### config.mk
export PLATFORM = sky130hd
export DESIGN_NAME = hazard_unit
export DESIGN_NICKNAME = d
export VERILOG_FILES = /design/src/rtl/hazard_unit.sv
export SDC_FILE = /design/constraint.sdc
export NUM_CORES = 1
export LEC_CHECK = 0
export BUFFER_PORTS_ARGS = -buffer_cell sky130_fd_sc_hd__buf_4
export CAP_MARGIN = 20
export CELL_PAD_IN_SITES_DETAIL_PLACEMENT = 0
export CELL_PAD_IN_SITES_GLOBAL_PLACEMENT = 1
export CORE_ASPECT_RATIO = 1.1
export CORE_MARGIN = 2
export CORE_UTILIZATION = 34
export CTS_CLUSTER_SIZE = 16
export DETAILED_ROUTE_END_ITERATION = 16
export PLACE_DENSITY_LB_ADDON = 0.05
export SLEW_MARGIN = 20
export SYNTH_ARGS = -nofsm -noshare
export SYNTH_HDL_FRONTEND = slang
export SYNTH_SLANG_ARGS = --single-unit
export TNS_END_PERCENT = 30
### constraint.sdc
create_clock -name clk -period 2.7 [get_ports clk]
set_clock_uncertainty 0.05 [all_clocks]
set_input_delay 0.27 -clock clk [delete_from_list [all_inputs] [get_ports clk]]
set_output_delay 0.27 -clock clk [all_outputs]
set_load 0.005 [all_outputs]
### src/rtl/hazard_unit.sv
// Pipeline hazard unit: operand forwarding, load-use/branch stalls, multi-cycle
// divide stall sequencing and exception flush for a five-stage pipeline.
module hazard_unit #(
  parameter int unsigned DIV_CYCLES = 32
) (
  input  logic       clk,
  input  logic       rst,
  input  logic [4:0] rsD,
  input  logic [4:0] rtD,
  input  logic [4:0] rsE,
  input  logic [4:0] rtE,
  input  logic [4:0] writeregE,
  input  logic [4:0] writeregM,
  input  logic [4:0] writeregW,
  input  logic       regwriteE,
  input  logic       regwriteM,
  input  logic       regwriteW,
  input  logic       memtoregE,
  input  logic       memtoregM,
  input  logic       branchD,
  input  logic       jrD,
  input  logic       jalrD,
  input  logic       divE,
  input  logic       exceptM,
  output logic       forwardAD,
  output logic       forwardBD,
  output logic [1:0] forwardAE,
  output logic [1:0] forwardBE,
  output logic       stallPC,
  output logic       stallF,
  output logic       stallD,
  output logic       stallE,
  output logic       stallM,
  output logic       stallW,
  output logic       flushF,
  output logic       flushD,
  output logic       flushE,
  output logic       flushM,
  output logic       flushW,
  output logic       div_busy,
  output logic       div_ready
);

  localparam int unsigned REG_W = 5;
  localparam int unsigned CNT_W = 6;

  typedef enum logic [1:0] {
    IDLE = 2'd0,
    BUSY = 2'd1,
    DONE = 2'd2
  } div_state_e;

  localparam logic [1:0] FWD_REG = 2'b00;
  localparam logic [1:0] FWD_W   = 2'b01;
  localparam logic [1:0] FWD_M   = 2'b10;

  localparam logic [CNT_W-1:0] CNT_LAST = CNT_W'(DIV_CYCLES - 1);

  div_state_e       state_q, state_d;
  logic [CNT_W-1:0] cnt_q, cnt_d;

  logic lwstall;
  logic brstall;
  logic divstall;
  logic br_any;

  // $0 is hard-wired to zero, so it never creates a dependency.
  function automatic logic reg_match(input logic [REG_W-1:0] a,
                                     input logic [REG_W-1:0] b);
    return (a != '0) && (a == b);
  endfunction

  // Branches compare both sources; jr/jalr only read rs.
  function automatic logic br_src_hit(input logic [REG_W-1:0] wr,
                                      input logic [REG_W-1:0] rs,
                                      input logic [REG_W-1:0] rt,
                                      input logic             use_rt);
    return reg_match(wr, rs) || (use_rt && reg_match(wr, rt));
  endfunction

  assign forwardAD = regwriteM & reg_match(rsD, writeregM);
  assign forwardBD = regwriteM & reg_match(rtD, writeregM);

  always_comb begin
    forwardAE = FWD_REG;
    if (regwriteM && reg_match(rsE, writeregM)) begin
      forwardAE = FWD_M;
    end else if (regwriteW && reg_match(rsE, writeregW)) begin
      forwardAE = FWD_W;
    end
  end

  always_comb begin
    forwardBE = FWD_REG;
    if (regwriteM && reg_match(rtE, writeregM)) begin
      forwardBE = FWD_M;
    end else if (regwriteW && reg_match(rtE, writeregW)) begin
      forwardBE = FWD_W;
    end
  end

  assign lwstall = memtoregE & (reg_match(rtE, rsD) | reg_match(rtE, rtD));

  assign br_any  = branchD | jrD | jalrD;
  assign brstall = br_any &
                   ((regwriteE & br_src_hit(writeregE, rsD, rtD, branchD)) |
                    (memtoregM & br_src_hit(writeregM, rsD, rtD, branchD)));

  assign divstall  = ((state_q == IDLE) & divE) | (state_q == BUSY);
  assign div_busy  = divstall;
  assign div_ready = (state_q == DONE);

  // Divider sequencer next state; an exception aborts any divide in flight.
  always_comb begin
    state_d = state_q;
    cnt_d   = cnt_q;
    if (exceptM) begin
      state_d = IDLE;
      cnt_d   = '0;
    end else begin
      case (state_q)
        IDLE: begin
          if (divE) begin
            state_d = BUSY;
            cnt_d   = CNT_W'(1);
          end
        end
        BUSY: begin
          cnt_d = cnt_q + CNT_W'(1);
          if (cnt_q == CNT_LAST) begin
            state_d = DONE;
          end
        end
        DONE: begin
          state_d = IDLE;
          cnt_d   = '0;
        end
        default: begin
          state_d = IDLE;
          cnt_d   = '0;
        end
      endcase
    end
  end

  always_ff @(posedge clk or negedge rst) begin
    if (!rst) begin
      state_q <= IDLE;
      cnt_q   <= '0;
    end else begin
      state_q <= state_d;
      cnt_q   <= cnt_d;
    end
  end

  // Stall/flush priority: exception, then divide, then load-use/branch.
  always_comb begin
    stallPC = 1'b0;
    stallF  = 1'b0;
    stallD  = 1'b0;
    stallE  = 1'b0;
    stallM  = 1'b0;
    stallW  = 1'b0;
    flushF  = 1'b0;
    flushD  = 1'b0;
    flushE  = 1'b0;
    flushM  = 1'b0;
    flushW  = 1'b0;
    if (exceptM) begin
      flushF = 1'b1;
      flushD = 1'b1;
      flushE = 1'b1;
      flushM = 1'b1;
      flushW = 1'b1;
    end else if (divstall) begin
      stallPC = 1'b1;
      stallF  = 1'b1;
      stallD  = 1'b1;
      stallE  = 1'b1;
      flushM  = 1'b1;
    end else if (lwstall || brstall) begin
      stallPC = 1'b1;
      stallF  = 1'b1;
      stallD  = 1'b1;
      flushE  = 1'b1;
    end
  end

endmodule

# Word-level counts from Yosys, hierarchy flattened
# Cells that the tools add are included.
# Widths: inputs -> output; s select.
# classes
add_sub_neg	1
n_eq_ne	17
muxes	20
bitwise	12
n_reduce_logical	29
# ops
cell	count
$eq 5x5->1	12
$reduce_bool 5->1	6
$logic_and 1x1->1	18
$mux 6	2
$pmux 6 s2	1
$mux 1	11
$mux 2	5
$and 1x1->1	7
$add 6x1->6 const B	1
$eq 6x5->1 const B	1
$or 1x1->1	5
$pmux 2 s2	1
$logic_or 1x1->1	3
$ne 3x2->1 const B	1
$ne 3x3->1 const B	1
$eq 2x1->1 const B	1
$eq 2x2->1 const B	1
$logic_not 2->1	1
$reduce_and 2->1	1
# word_totals
register_bits	8
inputBits	47
out_inout_bits	19
word_cells	81

# Depth between registers and ports, before layout
# Gate-level depths: netlist of the first run.
# logic_depth
depth_word	11
depth_mapped	7
depth_no_buf	5

# Worst setup path after synthesis of the first run
# Ideal clock, no wire load.
# synth_timing
kind	in2out
start	in rtE[0]
end	out stallF
t_arrival_ns	1.595
t_required_ns	2.380
path_slack_ns	0.785
cell_stages	7
n_path_buf	2
cell_sequence	buf_2 > xor2_1 > nor3_1 > a22oi_1 > o32a_2 > a31oi_1 > buf_4
# synth_via
elab_chain_cells	8
elab_cells_between_ends	11
classes_between	eq/ne (2); mux (3); bitwise (2); reduce/logical (4)
# synth_lines
element	line_no	text
start, declared	11	input logic [4:0] rtE,
$eq 5x5->1 / $reduce_bool 5->1 (equally long branches)	70	return (a != '0) && (a == b);
$logic_and 1x1->1	70	
$or 1x1->1 *	102	assign lwstall = memtoregE & (reg_match(rtE, rsD) | reg_match(rtE, rtD));
$and 1x1->1 *	102	
$logic_or 1x1->1 *	181	end else if (lwstall || brstall) begin
$mux 1 * (3 in a row)	n/a	
end, declared	30	output logic stallF,
# Every way passes the cells marked *; elsewhere a longest branch is shown, timed or not.

# Worst setup path after layout of the first run
# layout_timing
start	reg state_q[0]
end	out stallD
# layout_via
elab_chain_cells	5
elab_cells_between_ends	6
classes_between	eq/ne (1); mux (2); bitwise (2); reduce/logical (1)
# layout_lines
element	line_no	text
start, declared	59	div_state_e state_q, state_d;
start signal, assigned	151	state_q <= state_d;
$logic_not 2->1	109	assign divstall = ((state_q == IDLE) & divE) | (state_q == BUSY);
$and 1x1->1	109	
$or 1x1->1 *	109	
$mux 1 *	175	end else if (divstall) begin
$mux 1 *	169	if (exceptM) begin
end, declared	31	output logic stallD,
# Marked as above.

==> run summary, run 1 <==
status: finished clean
Clock Pin Slew Worst Setup and Hold Paths: 0.04 ns
Synth Cell Area: 1250 um^2
share of layout cells above drive strength 1: 35.4%
CTS max path bufs: 2
CP Launch Type: flop
RSZ-0062 raised after global routing: no
max-slew violation count: 0
I/O Pins: 66
total global-route track usage: 17.9%
GP Congestion: 0.855
clk_lat worst skew: 0.23 ns
worst reg2reg path startpoint: cnt_q[0]
Antenna diodes: 0
Setup TNS Final: 0 ns
CTS root buf: clkbuf_8
Vert. Die Dim: 67.6 um
antenna viol nets, final: 0
overall die width: 61.8 um
Crit. End Element: primary output
CP required: 2.38 ns
async set-reset flop share out of synthesis: 100%
flops & latches, synth: 8
Die ar.: 4170 um^2
I/O Buffers: 63
Max Freq: 501 MHz
# DRC: 0
Hold Path Class: in2async
placed insts: 252
area grow syn2layout: 37.8%
grt ovf: 0
largest net degree at the start of global routing: 14
share of the synthesized area in the top cell type: 23.1%
leading area contributor after synthesis: xor2_1
Detail Placement HPWL: 2960 um
Clock Sinks: 8
hold buffers post-CTS: 1
Avg Cell Area, Syn: 7.95 um^2
Reg area: 200 um^2
synth warn: 0
sequential element share of the synthesized area: 16.0%
Initial Util: 35.0%
crit-path max cell delay: 0.57 ns
max-cap violation count: 0
first-pass GRT wire length: 5590 um
post-layout util: 48.2%
LEAKAGE: 0.000765 uW
wire per inst: 14.0 um
R2R depth: 5
Routed WL: 3580 um
H-tree Lvls: 1
Cells after Synth: 157
slowest CP cell: dfrtp_1
initial antenna violation count: 0
fin cells: 256
synth top area cells: xor2_1, dfrtp_1, xnor2_1, buf_4, nor2_1
Yosys cell types: 35
R2R setup slack: 1.44 ns
First-pass DRT Iterations: 4
Post-CTS Setup Bufs: 0
Setup-failing EPs final: 0
Min Clock Period, post-route: 1.99 ns
Place WS: 0.709 ns
final worst slack: 0.705 ns
vias per cell: 4.75
fin crit share: 73.9%
count of flip-flops with a built-in enable after synthesis: 0
Hold WS: 0.349 ns
critical path type: reg2out
Power Density: 280 nW/um^2
total CTS buffers: 3
Final nets: 256
vias in the first global route: 1210
CP Cell Sequence: nor2_1 -> or2_2 -> a31oi_1 -> buf_4
TritonCTS clock tree: built
CP arrival: 1.67 ns
area occupied by multi-input gates: 922 um^2
fill count: 383
core area: 3570 um^2
crit-path max FO: 13
Hold Fails Final Rpt: 0
iteration-0 DRC count of the detailed router: 38
Reg-to-Reg End: cnt_q[4]
via count: 1217
top_reg_cell synth: dfrtp_1
maximum vdd drop: 0.210 mV
CTS resizes: 0
Std-Cell Rows: 23
## cells in the mapped netlist, types with 2 or more instances
cell       n
nor4_2     2
nor3_1     6
buf_6      2
xnor2_1   21
clkbuf_1   5
a21oi_1    3
nor2_1    14
nand2_1    5
inv_1      3
or2_2      2
nor4_1     4
nand4_1    4
xor2_1    33
nand3_1    4
or4_1      5
o21ai_0    2
dfrtp_1    8
o211ai_1   2
nor3b_1    3
buf_4      7
a22oi_1    3
a31oi_1    2
buf_2      5
## cell families after synthesis
kind of cell | synth area share [%]
xor+xnor | 37.9
simple gates | 24.8
buf+inv | 10.4
compound gates | 9.52
flops | 16.0
fa+ha+maj | 1.00
other cells | 0.300
## sequential cells by signal, summed over array words and instances, names as in the netlist
register,cells
state_q,2
cnt_q,6
## stage by stage
step                      cell area, um^2  power (uW)
after global placement               1670         340
after floorplan                      1250         246
final                                1720         481
after detailed placement             1670         341
after global routing                 1720         513
after CTS                            1720         488
## worst max-delay path by stage
stage	slack, ns	from	endpoint	depth (start not counted)
2_1_floorplan	0.79	rtE[0]	stallF	7
3_3_place_gp	0.73	rtE[2]	stallD	7
3_5_place_dp	0.71	rtE[2]	stallD	7
4_1_cts	0.71	rtE[2]	stallD	7
5_1_grt	0.53	state_q[0]	stallPC	4
6_report	0.71	state_q[0]	stallD	4
## area by class of cell
class,count,area share [%]
multi-input combinational,128,53.6
timing repair buffer,64,28.1
sequential,8,11.6
tap,50,3.64
clock buffer,3,2.40
inverter,3,0.655
## where the power goes
part           internal (uW)  switching [uW]  total, uW
combinational            113            98.9        211
sequential               124            5.44        129
clock                   96.3            44.0        140
total                    333             148        481
## layer usage
metal / GRT usage [%] / share of wire (%) / routed length [um]
met1: 22.1 / 42 / 1500
met2: 30.8 / 53 / 1910
met3: 2.49 / 2.9 / 103
met4: 7.18 / 1.7 / 61
met5: 0 / 0 / 0
## worst max-delay path: cells and delay by family (launching register included)
family,cells,cell delay [ns]
simple gates,2,0.47
compound gates,1,0.24
flops,1,0.57
buf+inv,1,0.17
## cell usage in the layout, fill, tap and decap left out, types with 4 or more instances in the layout
master    n
dfrtp_1   8
xnor2_1  21
nor2_1   14
nand2_1   5
nor3_1    6
nand3_1   4
nand4_1   4
or4_1     5
buf_4    63
xor2_1   33
nor4_1    4
Note: power is estimated with default switching activity, not from simulation.
==> run 2: changes to the inputs <==
CORE_UTILIZATION = 28   (was 34)
clock period = 1.65 ns   (was 2.7 ns; I/O delays follow)
==> run summary, run 2 (synthesis results as in run 1) <==
Die ar.: 5010 um^2 (was 4170 um^2)
fin cells: 283 (was 256)
clk_lat worst skew: 0.23 ns (about the same)
Std-Cell Rows: 25 (was 23)
number of flip-flops under the largest register name: 6 (unchanged)
placed cell area: 1840 um^2 (was 1670 um^2)
total CTS buffers: 3 (unchanged)
share of layout cells above drive strength 1: 45.0% (was 35.4%)
post-layout util: 46.2% (was 48.2%)
GP Congestion: 0.777 (was 0.855)
maximum vdd drop: 0.261 mV (was 0.210 mV)
RSZ-0062 raised after global routing: yes (was no)
CP Cell Sequence: buf_8 -> or4_4 -> nor2_4 -> nor4_4 -> nor4_2 -> buf_4 (was nor2_1 -> or2_2 -> a31oi_1 -> buf_4)
Initial Util: 29.1% (was 35.0%)
Reg area: 200 um^2 (unchanged)
Setup-failing EPs final: 1 (was 0)
Regs by FF count: cnt_q (6), state_q (2) (unchanged)
CP required: 1.43 ns (was 2.38 ns)
Detail Placement HPWL: 3280 um (was 2960 um)
largest net degree at the start of global routing: 13 (was 14)
core area: 4290 um^2 (was 3570 um^2)
Hold WS: 0.238 ns (was 0.349 ns)
Reg with most FFs: cnt_q (unchanged)
First-pass DRT Iterations: 4 (unchanged)
critical path type: in2out (was reg2out)
I/O Pins: 66 (unchanged)
post-route cell area: 1980 um^2 (was 1720 um^2)
CTS root buf: clkbuf_8 (unchanged)
first-pass GRT wire length: 6220 um (was 5590 um)
Final nets: 279 (was 256)
Hold Path Class: in2reg (was in2async)
switching component of the power: 265 uW (was 148 uW)
Switching Share: 31.2% (was 30.8%)
Hold Fails Final Rpt: 0 (unchanged)
Clock Power Share: 27.3% (was 29.2%)
fin crit share: 102%
combinational fraction of design power: 48.4% (was 44.0%)
vias in the first global route: 1362 (was 1210)
grt ovf: 0 (unchanged)
# DRC: 0 (unchanged)
most frequent cells in the layout: buf_4, xor2_1, xnor2_1 (unchanged)
max-slew violation count: 0 (unchanged)
antenna viol nets, final: 0 (unchanged)
via count: 1337 (was 1217)
Clock Pin Slew Worst Setup and Hold Paths: 0.04 ns (about the same)
Clock Sinks: 8 (unchanged)
fill count: 426 (was 383)
total internal power: 584 uW (was 333 uW)
CTS max path bufs: 2 (unchanged)
Crit. End Element: primary output (unchanged)
initial antenna violation count: 0 (unchanged)
Power Density: 429 nW/um^2 (was 280 nW/um^2)
Min Clock Period, post-route: 1.69 ns
Routed WL: 3950 um (was 3580 um)
vias per cell: 4.72 (was 4.75)
iteration-0 DRC count of the detailed router: 21 (was 38)
H-tree Lvls: 1 (unchanged)
TritonCTS clock tree: built (unchanged)
most common cell after layout, fill and taps aside: buf_4 (unchanged)
wire per inst: 13.9 um (was 14.0 um)
area occupied by multi-input gates: 986 um^2 (was 922 um^2)
sequential power share: 24.3% (was 26.9%)
crit-path max FO: 5 (was 13)
I/O Buffers: 63 (unchanged)
LEAKAGE: 0.000889 uW (was 0.000765 uW)
total global-route track usage: 16.0% (was 17.9%)
crit-path max cell delay: 0.54 ns (was 0.57 ns)
failing checks: setup timing
CP Launch Type: input pin (was flop)
placed insts: 276 (was 252)
CP arrival: 1.47 ns (was 1.67 ns)
slowest CP cell: or4_4 (was dfrtp_1)
area grow syn2layout: 58.6% (was 37.8%)
Antenna diodes: 0 (unchanged)
max-cap violation count: 0 (unchanged)
final worst slack: -0.0355 ns (was 0.705 ns)
overall die width: 67.7 um (was 61.8 um)
R2R setup slack: 0.42 ns (was 1.44 ns)
Setup TNS Final: -0.0355 ns (was 0 ns)
Vert. Die Dim: 74.0 um (was 67.6 um)
status: finished with violations (was finished clean)
Max Freq: 593 MHz
[run 2: cell count changes in the layout (fill, tap and decap cells not counted), moves of 2 or more]
| cell | previous run | this run |
|---|---|---|
| nor2_1 | 14 | 12 |
| nor4_4 | 0 | 2 |
| buf_6 | 0 | 3 |
| buf_4 | 63 | 82 |
| nor4_1 | 4 | 2 |
[run 2: layout make-up]
cell class / count / share of cell area, %
multi-input combinational: 128 / 49.8
timing repair buffer: 87 / 34.0
sequential: 8 / 10.1
tap: 54 / 3.41
clock buffer: 3 / 2.08
inverter: 3 / 0.569
[run 2: worst max-delay path: cells and delay by family]
kind | cells | cell delay (ns)
and+or+nand+nor | 4 | 1.04
buffers and inverters | 2 | 0.27
[run 2: what timing repair did]
item                       in CTS  in global routing
buffers inserted                2                  1
pin swaps                       8                 10
hold endpoints to repair        8                  0
resized for setup               5                  9
setup endpoints to repair       6                  8
hold buffers                    1                  0
gates cloned                    0                  0
[run 2: path summary, 6_finish.rpt]
check | from | endpoint | cells after the start
min in group asynchronous | rst | cnt_q[4] | 2
hold / removal | divE | cnt_q[1] | 4
setup reg to reg | cnt_q[0] | cnt_q[4] | 5
max in group asynchronous | rst | cnt_q[3] | 2
hold reg to reg | cnt_q[0] | cnt_q[0] | 1
setup / recovery | rtE[4] | forwardBE[0] | 6
[run 2: stage by stage]
step                setup WS (ns)  power [uW]
floorplan                  0.0144         407
global placement          -0.0619         593
detailed placement        -0.0765         600
CTS                       -0.0826         851
global route              -0.0845         910
finish                    -0.0355         849
[run 2: routing by layer]
layer | vias up | track usage (%) | share of wire, %
li1 | 674 | - | -
met1 | 607 | 21.1 | 45
met2 | 56 | 28.4 | 48
met3 | 0 | 3.03 | 7.6
met4 | 0 | 0.680 | 0
met5 | - | 0 | 0
[run 2: power groups by stage]
stage               Clock, uW  Combinational, uW  Sequential, uW
floorplan                   0                198             209
global placement            0                384             209
detailed placement          0                391             209
CTS                       241                403             206
global route              251                452             207
finish                    232                411             206
==> run 3: changes to the inputs <==
CORE_ASPECT_RATIO = default   (was 1.1)
==> run summary, run 3 (synthesis results as in run 1) <==
Clock Power Share: 27.1% (was 27.3%)
failing checks: setup timing (unchanged)
First-pass DRT Iterations: 4 (unchanged)
Detail Placement HPWL: 3220 um (was 3280 um)
most frequent cells in the layout: buf_4, xor2_1, xnor2_1 (unchanged)
Reg with most FFs: cnt_q (unchanged)
# DRC: 0 (unchanged)
via count: 1336 (was 1337)
Setup-failing EPs final: 5 (was 1)
max-cap violation count: 0 (unchanged)
slowest CP cell: or4_4 (unchanged)
Vert. Die Dim: 70.8 um (was 74.0 um)
Std-Cell Rows: 24 (was 25)
wire per inst: 13.8 um (was 13.9 um)
iteration-0 DRC count of the detailed router: 29 (was 21)
CP Launch Type: input pin (unchanged)
TritonCTS clock tree: built (unchanged)
status: finished with violations (unchanged)
Initial Util: 28.9% (was 29.1%)
most common cell after layout, fill and taps aside: buf_4 (unchanged)
Routed WL: 3900 um (was 3950 um)
Min Clock Period, post-route: 1.72 ns (was 1.69 ns)
final worst slack: -0.0682 ns (was -0.0355 ns)
max-slew violation count: 0 (unchanged)
fin crit share: 104% (was 102%)
sequential power share: 24.3% (about the same)
CP arrival: 1.50 ns (was 1.47 ns)
Regs by FF count: cnt_q (6), state_q (2) (unchanged)
antenna viol nets, final: 0 (unchanged)
Antenna diodes: 0 (unchanged)
Power Density: 430 nW/um^2 (was 429 nW/um^2)
first-pass GRT wire length: 6440 um (was 6220 um)
Die ar.: 5010 um^2 (about the same)
H-tree Lvls: 1 (unchanged)
Place WS: -0.0321 ns (was -0.0765 ns)
combinational fraction of design power: 48.6% (was 48.4%)
core area: 4320 um^2 (was 4290 um^2)
share of layout cells above drive strength 1: 44.3% (was 45.0%)
vias in the first global route: 1350 (was 1362)
number of flip-flops under the largest register name: 6 (unchanged)
grt ovf: 0 (unchanged)
CP Cell Sequence: buf_8 -> or4_4 -> nor2_4 -> buf_6 -> o32a_4 -> a31oi_4 -> buf_4 (was buf_8 -> or4_4 -> nor2_4 -> nor4_4 -> nor4_2 -> buf_4)
largest net degree at the start of global routing: 13 (unchanged)
crit-path max FO: 4 (was 5)
initial antenna violation count: 0 (unchanged)
vias per cell: 4.74 (was 4.72)
crit-path max cell delay: 0.54 ns (about the same)
fill count: 467 (was 426)
Switching Share: 30.8% (was 31.2%)
RSZ-0062 raised after global routing: yes (unchanged)
overall die width: 70.8 um (was 67.7 um)
I/O Pins: 66 (unchanged)
Hold Path Class: in2reg (unchanged)
GP Congestion: 0.787 (was 0.777)
Max Freq: 582 MHz (was 593 MHz)
CP required: 1.43 ns (about the same)
switching component of the power: 261 uW (was 265 uW)
CTS root buf: clkbuf_8 (unchanged)
total CTS buffers: 3 (unchanged)
Crit. End Element: primary output (unchanged)
total global-route track usage: 15.7% (was 16.0%)
critical path type: in2out (unchanged)
Power, Total: 849 uW (about the same)
Hold Fails Final Rpt: 0 (unchanged)
crit-path leading delay family: simple AND/OR/NAND/NOR gates (unchanged)
I/O Buffers: 63 (unchanged)
total internal power: 587 uW (was 584 uW)
LEAKAGE: 0.000896 uW (was 0.000889 uW)
Clock Sinks: 8 (unchanged)
area grow syn2layout: 57.9% (was 58.6%)
clk_lat worst skew: 0.22 ns (was 0.23 ns)
Clock Pin Slew Worst Setup and Hold Paths: 0.04 ns (about the same)
Final nets: 280 (was 279)
maximum vdd drop: 0.429 mV (was 0.261 mV)
Worst Path Buf+Inv: 3 (was 2)
Hold WS: 0.244 ns (was 0.238 ns)
CTS max path bufs: 2 (unchanged)
[run 3: final cells by class]
class / instances / area, um^2 / share of cell area, %
Clock buffer: 3 / 41.3 / 2.09
Timing Repair Buffer: 88 / 682 / 34.6
Inverter: 3 / 11.3 / 0.571
Tap cell: 52 / 65.1 / 3.30
Multi-Input combinational cell: 128 / 972 / 49.3
Sequential cell: 8 / 200 / 10.2
[run 3: worst paths after layout]
path	startpoint	end	slack, ns	cells after the start
worst max-delay path	rtE[3]	stallPC	-0.07	7
worst min-delay path	divE	cnt_q[3]	0.24	4
worst max register to register	cnt_q[0]	cnt_q[4]	0.41	5
worst min register to register	cnt_q[0]	cnt_q[0]	0.46	1
max in group asynchronous	rst	cnt_q[2]	1.18	2
min in group asynchronous	rst	cnt_q[4]	0.25	2
[run 3: what timing repair did]
| action | CTS | global route |
|---|---|---|
| cloned | 0 | 0 |
| buffers inserted | 0 | 3 |
| endpoints found under the hold margin | 8 | 0 |
| hold buffers | 1 | 0 |
| setup endpoints to repair | 5 | 7 |
| pin swaps | 1 | 6 |
| gates resized for setup | 1 | 10 |
[run 3: stage by stage]
step	setup TNS (ns)	instances	instance area, um^2	util, %
floorplan	0	158	1270	-
global placement	-0.136	275	1840	42.7
detailed placement	-0.120	275	1840	42.7
CTS	-0.0711	279	1900	43.9
global route	-0.610	282	1970	45.6
finish	-0.257	282	1970	45.6
[run 3: routing by layer]
metal	vias up	part of all wire, %	GRT usage, %
li1	674	-	-
met1	611	46	21.6
met4	0	0.39	1.89
met3	2	7.0	3.42
met2	49	46	26.0
met5	-	0	0
[run 3: worst min-delay path: cells and delay by family]
kind,cells,cell delay (ns)
compound gates,1,0.11
buf+inv,1,0.11
simple gates,2,0.09
[run 3: power by group through the flow]
| stage | logic, uW | clock network (uW) | registers [uW] |
|---|---|---|---|
| finish | 412 | 230 | 206 |
| global route | 454 | 258 | 207 |
| CTS | 398 | 244 | 206 |
| detailed placement | 394 | 0 | 209 |
| global placement | 388 | 0 | 209 |
| floorplan | 198 | 0 | 209 |
